## src/rtl/cmpgt_bist_ctrl.sv

```systemverilog
// -----------------------------------------------------------------------------
// cmpgt_bist_ctrl
//
// Built-in self-test controller for a WIDTH-bit greater-than comparator.
// On start it walks the comparator through every {a, b} operand pair.
// Each response is folded into a MISR signature, and the number of '1'
// responses is counted. When the run ends, the signature is compared
// against a supplied golden value.
//
// Parameters
//   WIDTH     operand width; the pattern space is 2^(2*WIDTH)
//   SIG_W     MISR width
//   POLY      MISR feedback taps
//   RESP_LAT  comparator response latency in cycles (0..3)
//
// Ports
//   clk        in   sole clock, rising edge
//   rst        in   synchronous, active-high reset
//   start      in   begin a run (honoured in IDLE or DONE only)
//   golden     in   expected signature, sampled on entry to DONE
//   o          in   comparator response
//   a, b       out  operands to the comparator ({a, b} = pattern counter)
//   busy       out  high while patterns are applied or responses drain
//   done       out  high once the run has completed
//   pass       out  signature matched golden (valid while done)
//   signature  out  current MISR contents
//   ones_cnt   out  number of captured responses equal to 1
// -----------------------------------------------------------------------------
module cmpgt_bist_ctrl #(
  parameter int                 WIDTH    = 4,
  parameter int                 SIG_W    = 16,
  parameter logic [SIG_W-1:0]   POLY     = 16'h1021,
  parameter int                 RESP_LAT = 0
) (
  input  logic                 clk,
  input  logic                 rst,
  input  logic                 start,
  input  logic [SIG_W-1:0]     golden,
  input  logic                 o,
  output logic [WIDTH-1:0]     a,
  output logic [WIDTH-1:0]     b,
  output logic                 busy,
  output logic                 done,
  output logic                 pass,
  output logic [SIG_W-1:0]     signature,
  output logic [2*WIDTH:0]     ones_cnt
);

  localparam int CNT_W  = 2 * WIDTH;
  localparam int ONES_W = CNT_W + 1;

  // Index of the final FLUSH cycle; only meaningful when RESP_LAT > 0.
  localparam int         FL_LAST_I = (RESP_LAT > 0) ? (RESP_LAT - 1) : 0;
  localparam logic [1:0] FL_LAST   = FL_LAST_I[1:0];

  localparam logic [CNT_W-1:0]  CNT_ONE  = {{(CNT_W-1){1'b0}}, 1'b1};
  localparam logic [ONES_W-1:0] ONES_ONE = {{(ONES_W-1){1'b0}}, 1'b1};

  typedef enum logic [1:0] {
    S_IDLE  = 2'd0,
    S_RUN   = 2'd1,
    S_FLUSH = 2'd2,
    S_DONE  = 2'd3
  } state_e;

  state_e              state_q;
  logic [CNT_W-1:0]    cnt_q;
  logic [1:0]          flush_q;
  logic [SIG_W-1:0]    sig_q;
  logic [SIG_W-1:0]    sig_d;
  logic [ONES_W-1:0]   ones_q;
  logic [ONES_W-1:0]   ones_d;
  logic                busy_q;
  logic                done_q;
  logic                pass_q;
  logic                run_s;
  logic                cap_s;
  logic                last_s;

  // One MISR shift: shift left, fold in POLY on carry-out, XOR in the response bit.
  function automatic logic [SIG_W-1:0] misr_step(input logic [SIG_W-1:0] s,
                                                 input logic             d);
    logic [SIG_W-1:0] fb;
    fb = s[SIG_W-1] ? POLY : {SIG_W{1'b0}};
    return {s[SIG_W-2:0], 1'b0} ^ fb ^ {{(SIG_W-1){1'b0}}, d};
  endfunction

  assign run_s  = (state_q == S_RUN);
  assign last_s = &cnt_q;

  // A response is captured when the RUN flag, delayed by RESP_LAT cycles, is
  // high. This lines each capture up with the response to the pattern that
  // was driven RESP_LAT cycles earlier.
  generate
    if (RESP_LAT == 0) begin : g_lat0
      // A combinational comparator answers in the same cycle as the pattern.
      assign cap_s = run_s;
    end else begin : g_pipe
      logic [RESP_LAT-1:0] vld_q;
      logic [RESP_LAT-1:0] vld_d;

      // Shift the RUN flag into the valid pipe.
      always_comb begin
        vld_d    = vld_q << 1;
        vld_d[0] = run_s;
      end

      // Valid pipe register; reset clears any in-flight captures.
      always_ff @(posedge clk) begin
        if (rst) begin
          vld_q <= {RESP_LAT{1'b0}};
        end else begin
          vld_q <= vld_d;
        end
      end

      assign cap_s = vld_q[RESP_LAT-1];
    end
  endgenerate

  // Next signature and ones count for the current cycle's capture.
  always_comb begin
    sig_d  = sig_q;
    ones_d = ones_q;
    if (cap_s) begin
      sig_d = misr_step(sig_q, o);
      if (o) begin
        ones_d = ones_q + ONES_ONE;
      end else begin
        ones_d = ones_q;
      end
    end else begin
      sig_d  = sig_q;
      ones_d = ones_q;
    end
  end

  // Controller FSM with its pattern counter, compaction registers and outputs.
  always_ff @(posedge clk) begin
    if (rst) begin
      state_q <= S_IDLE;
      cnt_q   <= {CNT_W{1'b0}};
      flush_q <= 2'd0;
      sig_q   <= {SIG_W{1'b0}};
      ones_q  <= {ONES_W{1'b0}};
      busy_q  <= 1'b0;
      done_q  <= 1'b0;
      pass_q  <= 1'b0;
    end else begin
      case (state_q)
        S_IDLE, S_DONE: begin
          if (start) begin
            state_q <= S_RUN;
            cnt_q   <= {CNT_W{1'b0}};
            flush_q <= 2'd0;
            sig_q   <= {SIG_W{1'b0}};
            ones_q  <= {ONES_W{1'b0}};
            busy_q  <= 1'b1;
            done_q  <= 1'b0;
            pass_q  <= 1'b0;
          end else begin
            // Results hold until the next start.
            state_q <= state_q;
          end
        end

        S_RUN: begin
          sig_q  <= sig_d;
          ones_q <= ones_d;
          if (last_s) begin
            // The counter stays at the last pattern so that the operands
            // remain stable while late responses drain.
            if (RESP_LAT == 0) begin
              state_q <= S_DONE;
              busy_q  <= 1'b0;
              done_q  <= 1'b1;
              pass_q  <= (sig_d == golden);
            end else begin
              state_q <= S_FLUSH;
              flush_q <= 2'd0;
            end
          end else begin
            cnt_q <= cnt_q + CNT_ONE;
          end
        end

        S_FLUSH: begin
          sig_q  <= sig_d;
          ones_q <= ones_d;
          if (flush_q == FL_LAST) begin
            // The final capture lands on this same edge, so compare the
            // next-state signature.
            state_q <= S_DONE;
            busy_q  <= 1'b0;
            done_q  <= 1'b1;
            pass_q  <= (sig_d == golden);
          end else begin
            flush_q <= flush_q + 2'd1;
          end
        end

        default: begin
          state_q <= S_IDLE;
          busy_q  <= 1'b0;
          done_q  <= 1'b0;
          pass_q  <= 1'b0;
        end
      endcase
    end
  end

  assign a         = cnt_q[CNT_W-1:WIDTH];
  assign b         = cnt_q[WIDTH-1:0];
  assign busy      = busy_q;
  assign done      = done_q;
  assign pass      = pass_q;
  assign signature = sig_q;
  assign ones_cnt  = ones_q;

endmodule

```

## config.mk

```make
export PLATFORM = sky130hd
export DESIGN_NAME = cmpgt_bist_ctrl
export DESIGN_NICKNAME = d
export VERILOG_FILES = /design/src/rtl/cmpgt_bist_ctrl.sv
export SDC_FILE = /design/constraint.sdc
export NUM_CORES = 1
export LEC_CHECK = 0
export ABC_CLOCK_PERIOD_IN_PS = 2250
export BUFFER_PORTS_ARGS = -buffer_cell sky130_fd_sc_hd__buf_2
export CORE_MARGIN = 4
export CORE_UTILIZATION = 49
export CTS_BUF_LIST = sky130_fd_sc_hd__clkbuf_4 sky130_fd_sc_hd__clkbuf_8
export CTS_CLUSTER_SIZE = 30
export DETAILED_ROUTE_END_ITERATION = 7
export PLACE_DENSITY = 0.75
export REMOVE_ABC_BUFFERS = 1
export SYNTH_ARGS = -nofsm -noshare
export SYNTH_HDL_FRONTEND = slang
export SYNTH_SLANG_ARGS = --single-unit
```

## constraint.sdc

```tcl
create_clock -name clk -period 2.25 [get_ports clk]
set_clock_uncertainty 0.15 [all_clocks]
set_input_delay 0.225 -clock clk [delete_from_list [all_inputs] [get_ports clk]]
set_output_delay 0.225 -clock clk [all_outputs]
set_load 0.02 [all_outputs]
```

# Word level (Yosys, flattened, before mapping)
# Cells that the tools add are included.
[op_classes] reduce_logical=10 bitwise=3 n_mux=29 n_eq_ne=11 add_sub_neg=3
[op_table] operator="two-way mux 16 bit" n=2
[op_table] operator="one-hot mux 16 bit (2 select lines)" n=1
[op_table] operator="two-way mux 9 bit" n=3
[op_table] operator="one-hot mux 9 bit (2 select lines)" n=1
[op_table] operator="== test 16 bit" n=1
[op_table] operator="two-way mux 8 bit" n=2
[op_table] operator="one-hot mux 8 bit (2 select lines)" n=1
[op_table] operator="bitwise XOR 16 x 1 -> 16 bit" n=1
[op_table] operator="bitwise XOR 16 x 13 -> 16 bit" n=1
[op_table] operator="two-way mux 13 bit" n=1
[op_table] operator="AND reduction 3 bit" n=4
[op_table] operator="two-way mux 2 bit" n=5
[op_table] operator="adder 9 x 1 -> 9 bit, second input constant" n=1
[op_table] operator="one-hot mux 1 bit (3 select lines)" n=3
[op_table] operator="adder 8 x 1 -> 8 bit, second input constant" n=1
[op_table] operator="two-way mux 1 bit" n=8
[op_table] operator="!= test 2 bit, second input constant" n=4
[op_table] operator="AND reduction 8 bit" n=1
[op_table] operator="!= test 2 x 1 -> 1 bit, second input constant" n=3
[op_table] operator="one-hot mux 2 bit (3 select lines)" n=1
[op_table] operator="== test 2 bit, second input constant" n=2
[op_table] operator="zero test 2 bit" n=2
[op_table] operator="one-hot mux 2 bit (2 select lines)" n=1
[op_table] operator="OR reduction 2 bit" n=2
[op_table] operator="other kinds (4)" n=4
[word_totals] ff_bits=40 input_bits=20 out_inout_bits=36 wordCells=64

# Longest topological paths before layout
# Gate-level depths: netlist of run 1.
[depth] depth_word=7 ltp_mapped=9 mapped_depth_nobuf=7

# Least setup slack after synthesis of run 1
# No wires, ideal clock.
[synth_path] kind="flip-flop to flip-flop" startpoint="register state_q[1]" endpoint="register ones_q[8] (netlist: ones_cnt[8])" stages_incl_launch_ff=8 path_buffers=0 required_ps=2030 path_slack_ps=-69 setup_time_ps=70 synth_period_minus_slack_ps=2319 arrival_time_ps=2099 path_cell_list="dfxtp_1 -> inv_1 -> ha_1 -> nor2b_1 -> a211oi_4 -> nand4_4 -> or3_1 -> a21oi_1"
[synth_via] elab_chain_len=4 elab_cells_between_ends=11 cone_classes="6 x eq/ne; 1 x mux; 4 x reduce/logical"
[synth_lines] element="start: declaration" line="66" source="state_e state_q;"
[synth_lines] element="start signal: assignment" line="163" source="state_q <= state_q;"
[synth_lines] element="== test 2 x 1 -> 1 bit (tied with other cells)" line="88, 150"
[synth_lines] element="OR reduction 2 bit, on equally long branches"
[synth_lines] element="!= test 2 x 1 -> 1 bit (no line) or != test 2 bit (tied branches)"
[synth_lines] element="AND reduction 3 bit (no line)"
[synth_lines] element="end signal: assignment" line="145" source="ones_q <= {ONES_W{1'b0}};"
[synth_lines] element="end signal: assignment" line="157" source="ones_q <= {ONES_W{1'b0}};"
[synth_lines] element="end signal: assignment" line="169" source="ones_q <= ones_d;"
[synth_lines] element="end: declaration" line="71" source="logic [ONES_W-1:0] ones_q;"
# Parallel ways exist; a longest one is shown, timed or not.
# A chain may end at the register's enable or synchronous reset.

# Worst setup path in the final report of run 1
[layout_path] startpoint="register state_q[1]" endpoint="register pass_q (netlist: pass)"
[layout_via] elab_chain_len=5 elab_cells_between_ends=14 cone_classes="7 x eq/ne; 4 x mux; 3 x reduce/logical"
[layout_lines] element="== test 2 x 1 -> 1 bit" line="88, 150"
[layout_lines] element="two-way mux 16 bit" line="125" source="if (cap_s) begin"
[layout_lines] element="== test 16 bit" line="177, 196"
[layout_lines] element="two-way mux 1 bit, on equally long branches" line="190, 170"
[layout_lines] element="one-hot mux 1 bit (3 select lines)" line="150" source="case (state_q)"
[layout_lines] element="end signal: assignment" line="177" source="pass_q <= (sig_d == golden);"
[layout_lines] element="end signal: assignment" line="196" source="pass_q <= (sig_d == golden);"
[layout_lines] element="end: declaration" line="75" source="logic pass_q;"
# Parallel ways exist; a longest one is shown, timed or not. The select of a mux whose other input is x is not followed.

==> results of run 1 <==
## worst paths after layout
path / start / to / slack (ns) / depth (start not counted)
max: state_q[1]$_SDFFE_PP0P_ / pass$_SDFFE_PP0P_ / 0.15 / 8
min: golden[5] / pass$_SDFFE_PP0P_ / 0.09 / 4
max reg2reg: state_q[1]$_SDFFE_PP0P_ / pass$_SDFFE_PP0P_ / 0.15 / 8
min reg2reg: ones_cnt[6]$_SDFFE_PP0P_ / ones_cnt[6]$_SDFFE_PP0P_ / 0.35 / 2
## per-stage QoR
stage / setup TNS [ns] / hold WS, ns / std cells / worst slack, ns
after global placement: 0 / 0.325 / 351 / 0.150
after global routing: 0 / 0.112 / 360 / 0.0219
after floorplan: -8.32 / 0.144 / 238 / -0.867
final: 0 / 0.0937 / 360 / 0.152
after detailed placement: 0 / 0.336 / 351 / 0.103
after CTS: 0 / 0.0944 / 359 / 0.0659
## layout make-up
cell class                 count  share of cell area
clock buffer                   7              0.0366
clock inverter                 1             0.00286
inverter                       6             0.00857
multi-input combinational    193               0.496
sequential                    39               0.297
tap                           50              0.0238
timing repair buffer          64               0.135
## repair_timing
| action | in CTS | in global routing |
|---|---|---|
| hold buffers | 0 | 0 |
| resized for setup | 0 | 3 |
| endpoints found under the setup margin | 0 | 11 |
| setup buffers | 0 | 1 |
## layout by cell type, fill, tap and decap left out, drive strengths merged, types with 3 or more instances in the layout
cell type   n
ha          6
nor3        3
nor4        3
dfxtp      39
inv         6
clkbuf      7
nand2      31
buf        64
a32oi       3
nand4       5
o22a       16
and3        5
nand3       5
xor2       12
a21oi       9
nor2       32
o21ai       7
mux2i      19
xnor2      14
nor2b       4
## power groups by stage
stage               Combinational (mW)  Sequential, mW  Clock (mW)
floorplan                        0.403           0.806           0
CTS                              0.669           0.753       0.539
global placement                 0.659           0.767           0
global route                     0.748           0.759       0.572
detailed placement               0.667           0.769           0
finish                           0.685           0.753       0.530
## sequential cells by signal, indices dropped and copies added, names as in the netlist
register	cells
ones_cnt	9
signature	16
flush_q	2
pass	1
cnt_q	8
busy	1
state_q	2
## worst min-delay path, stage by stage
cell     delay, ns
buf_2         0.09
xor2_1        0.06
nand3_1       0.06
o31ai_1       0.06
## metal layers
layer  wire (um)  GRT usage  share of wire  up-vias
met1        2290      0.249           0.46      904
met5           0          0              0        -
met2        2220      0.293           0.45       66
met3         381     0.0568          0.077        6
li1            -          -              -      996
met4          67     0.0672          0.014        0
## logic make-up (layout without fill, tap and decap cells)
family / count (synthesis) / after routing / share of synthesized area
DFF: 39 / 39 / 0.360
and+or+nand+nor: 98 / 98 / 0.218
AOI/OAI and AO/OA: 44 / 44 / 0.152
xor gates and xnor gates: 26 / 26 / 0.105
adders and majority gates: 6 / 6 / 0.0346
buffers and inverters: 21 / 78 / 0.0421
muxes: 19 / 19 / 0.0878
==> metrics.yaml, run 1 <==
ys_ff_latch: 39
postLayoutCellArea_um2: 2630
p_per_area_nw_per_um2: 749
rsz0062_at_grt: "no"
worst_pin_slew_ns: 0.604
cts.sinks: 39
dieWidth_um: 74.5
area_growth_pct: 21.3
cp_slowest_cell: "dfxtp_1"
timing.fmax_mhz: 477
syn_area_um2: 2170
grt_util_all_layers: 0.189
internal_power_mw: 1.28
final_util: 0.634
path_class: "register to register"
grt_pass1_wl_um: 8140
num_vias: 1972
dieArea_um2: 5550
ir_drop_mv: 0.342
worstPathArrival_ns: 2.16
p_clk_frac: 0.269
cts.htree.levels: 2
cts_buffer_depth: 2
p_leak_nw: 1.13
cts_buffers: 5
netlist_top_cells_count: "dfxtp_1 (39), nor2_1 (32), nand2_1 (31)"
worstPathMaxFanout: 17
hold_viol: 0
grt_max_degree: 33
layout_min_cycle_time_ns: 2.10
portBuffers: 55
p_sw_frac: 0.348
place_area_um2: 2510
drive_gt1_frac: 0.255
synth_flop_cell: "dfxtp_1"
clkTransAtPathRegs_ns: 0.08
overflow: 0
wl_per_cell_um: 13.8
antenna_found_initial: 0
rows: 23
synth_top_cell_area_share: 0.360
drc_errors: 0
outcome: "complete, no violations"
multiInputGateArea_um2: 1300
power_frac_seq: 0.382
synth_most_common_cell: "dfxtp_1"
hpwl_um: 3570
clk_latency_ns: 0.29
relSlewSlack: 0.597
path_cells: "inv_1 > ha_2 > buf_12 > mux2i_1 > xnor2_1 > nor4_1 > nand2_1 > o31ai_1"
yosysTopAreaCell: "dfxtp_1"
endpoint_kind: "register"
grt_pass1_vias: 1781
fillers: 380
antenna_cells: 0
synthArstFlopShare: 0
wl_um: 4960
cp_top_family: "simple AND/OR/NAND/NOR gates"
syn_avg_cell_area_um2: 8.57
gp_congestion: 0.841
ys_seq_area_frac: 0.360
synth_edf_count: 0
viasPerCell: 5.48
p_comb_frac: 0.348
cts-root-buf: "clkbuf_8"
setup_viol: 0
postRouteAntennaNets: 0
synth.distinct_cells: 39
start_kind: "register"
finalMaxSlewViolations: 0
drt_first_iter_violations: 115
power.total_mw: 1.97
die_h_um: 74.5
finalCritPeriodShare: 0.932
yosys-top-cells-area: "dfxtp_1 (36%), mux2i_1 (8.8%), o22a_1 (6.5%)"
path_buf_inv: 2
core_area_um2: 4140
synth_warnings: 0
cpPeakStageDelay_ns: 0.34
regArea_um2: 781
dr.pass1.iters: 5
nNetsFinal: 335
drv_cap: 0
cts_tree: "built"
io_pins: 56
postSynthCellCount: 253
power_switching_mw: 0.684
hold_path.class: "input port to register"
crit_required_ns: 2.32
initial_utilization: 0.523
No activity file was read; power rests on OpenSTA's default activity.
==> inputs of run 2 (changes only) <==
==> constraint.sdc (replaced) <==
create_clock -name clk -period 2.25 [get_ports clk]
set_clock_uncertainty 0.15 [all_clocks]
set_input_delay 0.1125 -clock clk [delete_from_list [all_inputs] [get_ports clk]]
set_output_delay 0.1125 -clock clk [all_outputs]
set_load 0.02 [all_outputs]
==> run 2 against run 1 <==
  * Combinational power hardly changed
  * Clock power is essentially flat
  * Non-clock buffer count rose by 1
  * Largest cell class unchanged
  * Worst hold slack got worse by 0.088 ns
  * Utilization is 0.24 points higher
  * Register-to-register slack is essentially flat
  * Clock-buffer cell count is the same
  * Critical path type unchanged
  * Sequential share of layout area shrank 0.11 points
==> metrics.yaml, run 2 (synthesized netlist as in run 1, its figures left out) <==
outcome: "complete, no violations"
hpwl_um: 3570  # unchanged
cts.sinks: 39  # unchanged
worstHoldStart: "golden[0]"
p_clk_frac: 0.270  # about the same
power.total_mw: 1.97  # +0.16%
timing.fmax_mhz: 478  # +0.29%
largest_reg_flops: 16  # unchanged
clk_latency_ns: 0.29  # about the same
nNetsFinal: 336  # +0.30%
wl_per_cell_um: 13.8  # +0.53%
dr.pass1.iters: 4  # -1
postRouteAntennaNets: 0  # unchanged
r2r-start: "state_q[1]$_SDFFE_PP0P_"
path_cells: "inv_1 > ha_2 > buf_12 > mux2i_1 > xnor2_1 > nor4_1 > nand2_1 > o31ai_1"
critPathLaunch: "state_q[1]$_SDFFE_PP0P_"
power_frac_seq: 0.382  # about the same
worstPathArrival_ns: 2.16  # about the same
finalCritPeriodShare: 0.930  # -0.00267
gp_congestion: 0.841  # unchanged
cts_tree: "built"
ir_drop_mv: 0.342  # about the same
crit_required_ns: 2.31  # about the same
drt_first_iter_violations: 112  # -2.6%
io_pins: 56  # unchanged
cpPeakStageDelay_ns: 0.34  # about the same
finalMaxSlewViolations: 0  # unchanged
grt_pass1_wl_um: 8160  # +0.16%
dieArea_um2: 5550  # unchanged
final_common_cell: "buf_2"
portBuffers: 55  # unchanged
setup_viol: 0  # unchanged
antenna_cells: 0  # unchanged
initial_utilization: 0.523  # unchanged
relSlewSlack: 0.600  # +0.00235
p_sw_frac: 0.348  # +0.000386
core_area_um2: 4140  # unchanged
fillers: 379  # -0.26%
antenna_found_initial: 0  # unchanged
hold_viol: 0  # unchanged
hold_path.class: "input port to register"
worst_pin_slew_ns: 0.600  # -0.00353 ns
path_class: "register to register"
cts_buffer_depth: 2  # unchanged
start_kind: "register"
drive_gt1_frac: 0.254  # -0.000819
cts-root-buf: "clkbuf_8"
layout_min_cycle_time_ns: 2.09  # -0.00601 ns
cts_buffers: 5  # unchanged
die_h_um: 74.5  # unchanged
dieWidth_um: 74.5  # unchanged
p_per_area_nw_per_um2: 747  # -0.22%
p_comb_frac: 0.349  # about the same
clkTransAtPathRegs_ns: 0.08  # about the same
drv_cap: 0  # unchanged
overflow: 0  # unchanged
grt_util_all_layers: 0.189  # +0.000278
endpoint_kind: "register"
num_vias: 1967  # -0.25%
rsz0062_at_grt: "no"
p_leak_nw: 1.14  # +0.37%
wl_um: 5000  # +0.81%
drc_errors: 0  # unchanged
place_area_um2: 2510  # unchanged
postLayoutCellArea_um2: 2640  # +0.38%
internal_power_mw: 1.29  # about the same
cts.htree.levels: 2  # unchanged
power_switching_mw: 0.686  # +0.27%
cp_slowest_cell: "dfxtp_1"
grt_pass1_vias: 1784  # +0.17%
grt_max_degree: 33  # unchanged
rows: 23  # unchanged
layout_common_cells: "buf_2 (55), dfxtp_1 (39), nor2_1 (32)"
viasPerCell: 5.45  # -0.53%
area_growth_pct: 21.8
worstPathMaxFanout: 17  # unchanged
run 2: cell types whose count changed in the layout (fill, tap and decap cells not counted), sizes merged:
cell         change
dlygate4sd3      +1
run 2: per-stage QoR:
step	util	hold WS, ns	TNS (ns)	cells	setup WS, ns
after floorplan	-	0.0316	-8.32	238	-0.867
after global placement	0.605	0.294	0	351	0.150
after detailed placement	0.605	0.293	0	351	0.103
after CTS	0.633	0.000262	0	360	0.0659
after global routing	0.637	0.0301	0	361	0.0219
final	0.637	0.00607	0	361	0.158
run 2: routing by layer:
layer / wire, um / global-route usage / up-vias
met1: 2290 / 0.249 / 896
met3: 406 / 0.0568 / 6
met4: 62 / 0.0672 / 0
met2: 2240 / 0.293 / 68
li1: - / - / 997
met5: 0 / 0 / -
run 2: timing repair:
item                                    4_1_cts  5_1_grt
setup buffers                                 0        1
hold endpoints to repair                      1        0
gates resized for setup                       0        3
endpoints found under the setup margin        0       11
hold buffers                                  1        0
run 2: cell type report:
type / instances / area (um^2) / area share
clock buffer: 7 / 96.3 / 0.0365
clock inverter: 1 / 7.51 / 0.00284
tap: 50 / 62.6 / 0.0237
sequential: 39 / 781 / 0.296
multi-input combinational: 193 / 1300 / 0.494
timing repair buffer: 65 / 365 / 0.138
inverter: 6 / 22.5 / 0.00853
run 2: power by group through the flow:
stage                     Combinational [mW]  Clock [mW]  Sequential, mW
after detailed placement               0.667           0           0.769
after global placement                 0.659           0           0.767
after floorplan                        0.403           0           0.806
after global routing                   0.749       0.572           0.759
final                                  0.687       0.531           0.753
after CTS                              0.670       0.539           0.753
run 2: worst max-delay path: cells and delay by family, from the launching register on:
kind                     cells  cell delay (ns)
AND/OR/NAND/NOR              2             0.43
adder cells (fa/ha/maj)      1             0.20
multiplexers                 1             0.33
XOR/XNOR                     1             0.11
AO/OA/AOI/OAI                1             0.19
buffers and inverters        2             0.25
flip-flops                   1             0.34
run 2: final timing paths:
| check | endpoint | slack [ns] | cells past startpoint |
|---|---|---|---|
| setup / recovery | pass$_SDFFE_PP0P_ | 0.16 | 8 |
| hold / removal | pass$_SDFFE_PP0P_ | 0.006 | 4 |
| setup reg to reg | pass$_SDFFE_PP0P_ | 0.16 | 8 |
| hold reg to reg | ones_cnt[6]$_SDFFE_PP0P_ | 0.35 | 2 |
==> inputs of run 3 (changes only) <==
--- a/config.mk
+++ b/config.mk
@@ -5,10 +5,11 @@
 export SDC_FILE = /design/constraint.sdc
 export NUM_CORES = 1
 export LEC_CHECK = 0
+export ABC_AREA = 1
 export ABC_CLOCK_PERIOD_IN_PS = 2250
 export BUFFER_PORTS_ARGS = -buffer_cell sky130_fd_sc_hd__buf_2
 export CORE_MARGIN = 4
-export CORE_UTILIZATION = 49
+export CORE_UTILIZATION = 50
 export CTS_BUF_LIST = sky130_fd_sc_hd__clkbuf_4 sky130_fd_sc_hd__clkbuf_8
 export CTS_CLUSTER_SIZE = 30
 export DETAILED_ROUTE_END_ITERATION = 7
==> run 3 against run 2 <==
  * Worst hold slack improved by 0.043 ns
  * Critical endpoint is now cnt_q[7]$_SDFFE_PP0P_
  * Sequential power increased by 18%
  * Largest power group is now combinational cells
  * Critical path type unchanged
  * First-iteration DRC count is 31% higher
  * Die area up 4.7%
  * Synthesized cell count is 46% higher
==> metrics.yaml, run 3 <==
rsz0062_at_grt: "no"
portBuffers: 55  # unchanged
fillers: 457  # +21%
endpoint_kind: "register"
synth_most_common_cell: "nand2_1"
p_leak_nw: 1.40  # +23%
cts.htree.levels: 2  # unchanged
worst_pin_slew_ns: 0.383  # -0.218 ns
synth_edf_count: 0  # unchanged
clk_latency_ns: 0.29  # about the same
grt-busiest-layer: "met2"
initial_utilization: 0.524  # +0.000983
postSynthCellCount: 370  # +46%
synthArstFlopShare: 0  # unchanged
relSlewSlack: 0.742  # +0.142
synth_flop_cell: "dfxtp_1"
cp_slowest_cell: "dfxtp_1"
clkTransAtPathRegs_ns: 0.08  # about the same
cts_setup_buffers: 0  # unchanged
hold_path.class: "input port to register"
start_kind: "register"
setup_viol: 0  # unchanged
grt_util_all_layers: 0.196  # +0.00740
hold_viol: 0  # unchanged
post_cts_resized: 0  # unchanged
wl_per_cell_um: 11.6  # -16%
p_per_area_nw_per_um2: 1070  # +44%
synth.distinct_cells: 31  # -21%
io_pins: 56  # unchanged
drc_errors: 0  # unchanged
ir_drop_mv: 0.495  # +45%
outcome: "complete, no violations"
syn_area_um2: 2330  # +7.4%
cts_tree: "built"
synth_top_cell_area_share: 0.335  # -0.0250
placedCellCount: 475  # +35%
grt_pass1_vias: 2095  # +17%
yosys-top-cells-area: "dfxtp_1 (34%), nand2_1 (22%), inv_1 (7.9%)"
synth_warnings: 0  # unchanged
yosysTopAreaCell: "dfxtp_1"
timing.fmax_mhz: 492  # +2.9%
core_area_um2: 4440  # +7.2%
overflow: 0  # unchanged
layout_common_cells: "nand2_1 (138), buf_2 (55), inv_1 (49)"
layout_min_cycle_time_ns: 2.03  # -0.0583 ns
ys_seq_area_frac: 0.335  # -0.0250
final_common_cell: "nand2_1"
gp_congestion: 0.843  # +0.25%
path_class: "register to register"
antenna_cells: 0  # unchanged
viasPerCell: 4.96  # -8.9%
path_cells: "inv_1 > ha_1 > inv_2 > nor2_4 > a21oi_2 > nand2_1 > nand2_2 > inv_1 > o21ai_4 > a21o_1 > nor2_1"
grtUsageMet2: 0.329  # +0.0360
cts-root-buf: "clkbuf_8"
area_growth_pct: 18.3
cpPeakStageDelay_ns: 0.35  # about the same
grt_max_degree: 23  # -30%
regArea_um2: 781  # unchanged
layout.cells.non_filler: 483  # +34%
num_vias: 2397  # +22%
cts_buffers: 5  # unchanged
ys_ff_latch: 39  # unchanged
finalMaxSlewViolations: 0  # unchanged
dr.pass1.iters: 4  # unchanged
drive_gt1_frac: 0.202  # -0.0522
cts.sinks: 39  # unchanged
worstPathMaxFanout: 8  # -9
syn_avg_cell_area_um2: 6.29  # -27%
cts_buffer_depth: 2  # unchanged
nNetsFinal: 457  # +36%
drv_cap: 0  # unchanged
drt_first_iter_violations: 147  # +31%
dieWidth_um: 76.2  # +2.3%
crit_required_ns: 2.29  # -0.02 ns
use_met3: 0.0461  # -0.0107
netlist_top_cells_count: "nand2_1 (138), inv_1 (49), dfxtp_1 (39)"
die_h_um: 76.2  # +2.3%
rows: 24  # +4.3%
use_met1: 0.250  # +0.000254
antenna_found_initial: 0  # unchanged
crit_path_frequent_cell: "inv_1"
largest_reg_flops: 16  # unchanged
multiInputGateArea_um2: 1290  # -0.86%
final.setup.tns_ns: 0  # unchanged
postRouteAntennaNets: 0  # unchanged
wl_um: 5590  # +12%
worstPathArrival_ns: 2.08  # -0.08 ns
grt_pass1_wl_um: 9440  # +16%
finalCritPeriodShare: 0.904  # -0.0259
hpwl_um: 4190  # +18%
dieArea_um2: 5810  # +4.7%
[run 3: cell types whose count changed after synthesis, sizes merged, moves of 5 or more]
cell	change
a21oi	+28
and3	-5
clkbuf	-5
inv	+47
mux2i	-19
nand2	+108
nand3	+26
o22a	-16
xnor2	-14
xor2	-10
[run 3: logic make-up after synthesis]
group | after synthesis | synth area share
DFF | 39 | 0.335
AOI/OAI and AO/OA | 48 | 0.113
adders and majority gates | 6 | 0.0322
and+or+nand+nor | 214 | 0.402
buffers and inverters | 61 | 0.110
xor gates and xnor gates | 2 | 0.00752
[run 3: worst paths after layout]
path | cells after the start | slack, ns | to | start
setup / recovery | 11 | 0.22 | cnt_q[7]$_SDFFE_PP0P_ | state_q[1]$_SDFFE_PP0P_
hold / removal | 4 | 0.05 | state_q[1]$_SDFFE_PP0P_ | rst
setup reg to reg | 11 | 0.22 | cnt_q[7]$_SDFFE_PP0P_ | state_q[1]$_SDFFE_PP0P_
hold reg to reg | 2 | 0.32 | flush_q[1]$_SDFFE_PP0P_ | flush_q[1]$_SDFFE_PP0P_
[run 3: final cells by class]
type	count	share of cell area
clock buffer	6	0.0300
clock inverter	1	0.00182
inverter	53	0.0722
multi-input combinational	270	0.469
sequential	39	0.283
tap	52	0.0236
timing repair buffer	62	0.120
[run 3: what timing repair did]
item                                   in CTS  in global routing
setup endpoints to repair                   0                  0
endpoints found under the hold margin       2                  0
hold buffers                                1                  0
[run 3: where the power goes]
group | leakage (nW) | switching, mW | internal [mW]
Sequential | 0.316 | 0.0939 | 0.797
Clock | 0.0470 | 0.247 | 0.241
Combinational | 1.04 | 1.06 | 0.516
Total | 1.40 | 1.40 | 1.55
[run 3: layer usage]
| metal | share of wire | vias to the layer above |
|---|---|---|
| met4 | 0.012 | 0 |
| met2 | 0.46 | 57 |
| met3 | 0.060 | 7 |
| li1 | - | 1284 |
| met5 | 0 | - |
| met1 | 0.47 | 1049 |
[run 3: worst max-delay path: cells and delay by family (launching register included)]
family / cells / cell delay (ns)
compound gates: 3 / 0.44
flops: 1 / 0.35
fa+ha+maj: 1 / 0.35
simple gates: 4 / 0.34
buf+inv: 3 / 0.30
[run 3: through the flow]
stage | instance area (um^2) | power [mW] | setup WS, ns | util | hold slack [ns]
floorplan | 2270 | 2.02 | 0.00718 | - | 0.0316
global placement | 2660 | 2.45 | 0.305 | 0.598 | 0.295
detailed placement | 2660 | 2.48 | 0.224 | 0.598 | 0.299
CTS | 2760 | 2.97 | 0.212 | 0.620 | 0.0443
global route | 2760 | 3.21 | 0.0483 | 0.620 | 0.0736
finish | 2760 | 2.95 | 0.216 | 0.620 | 0.0490
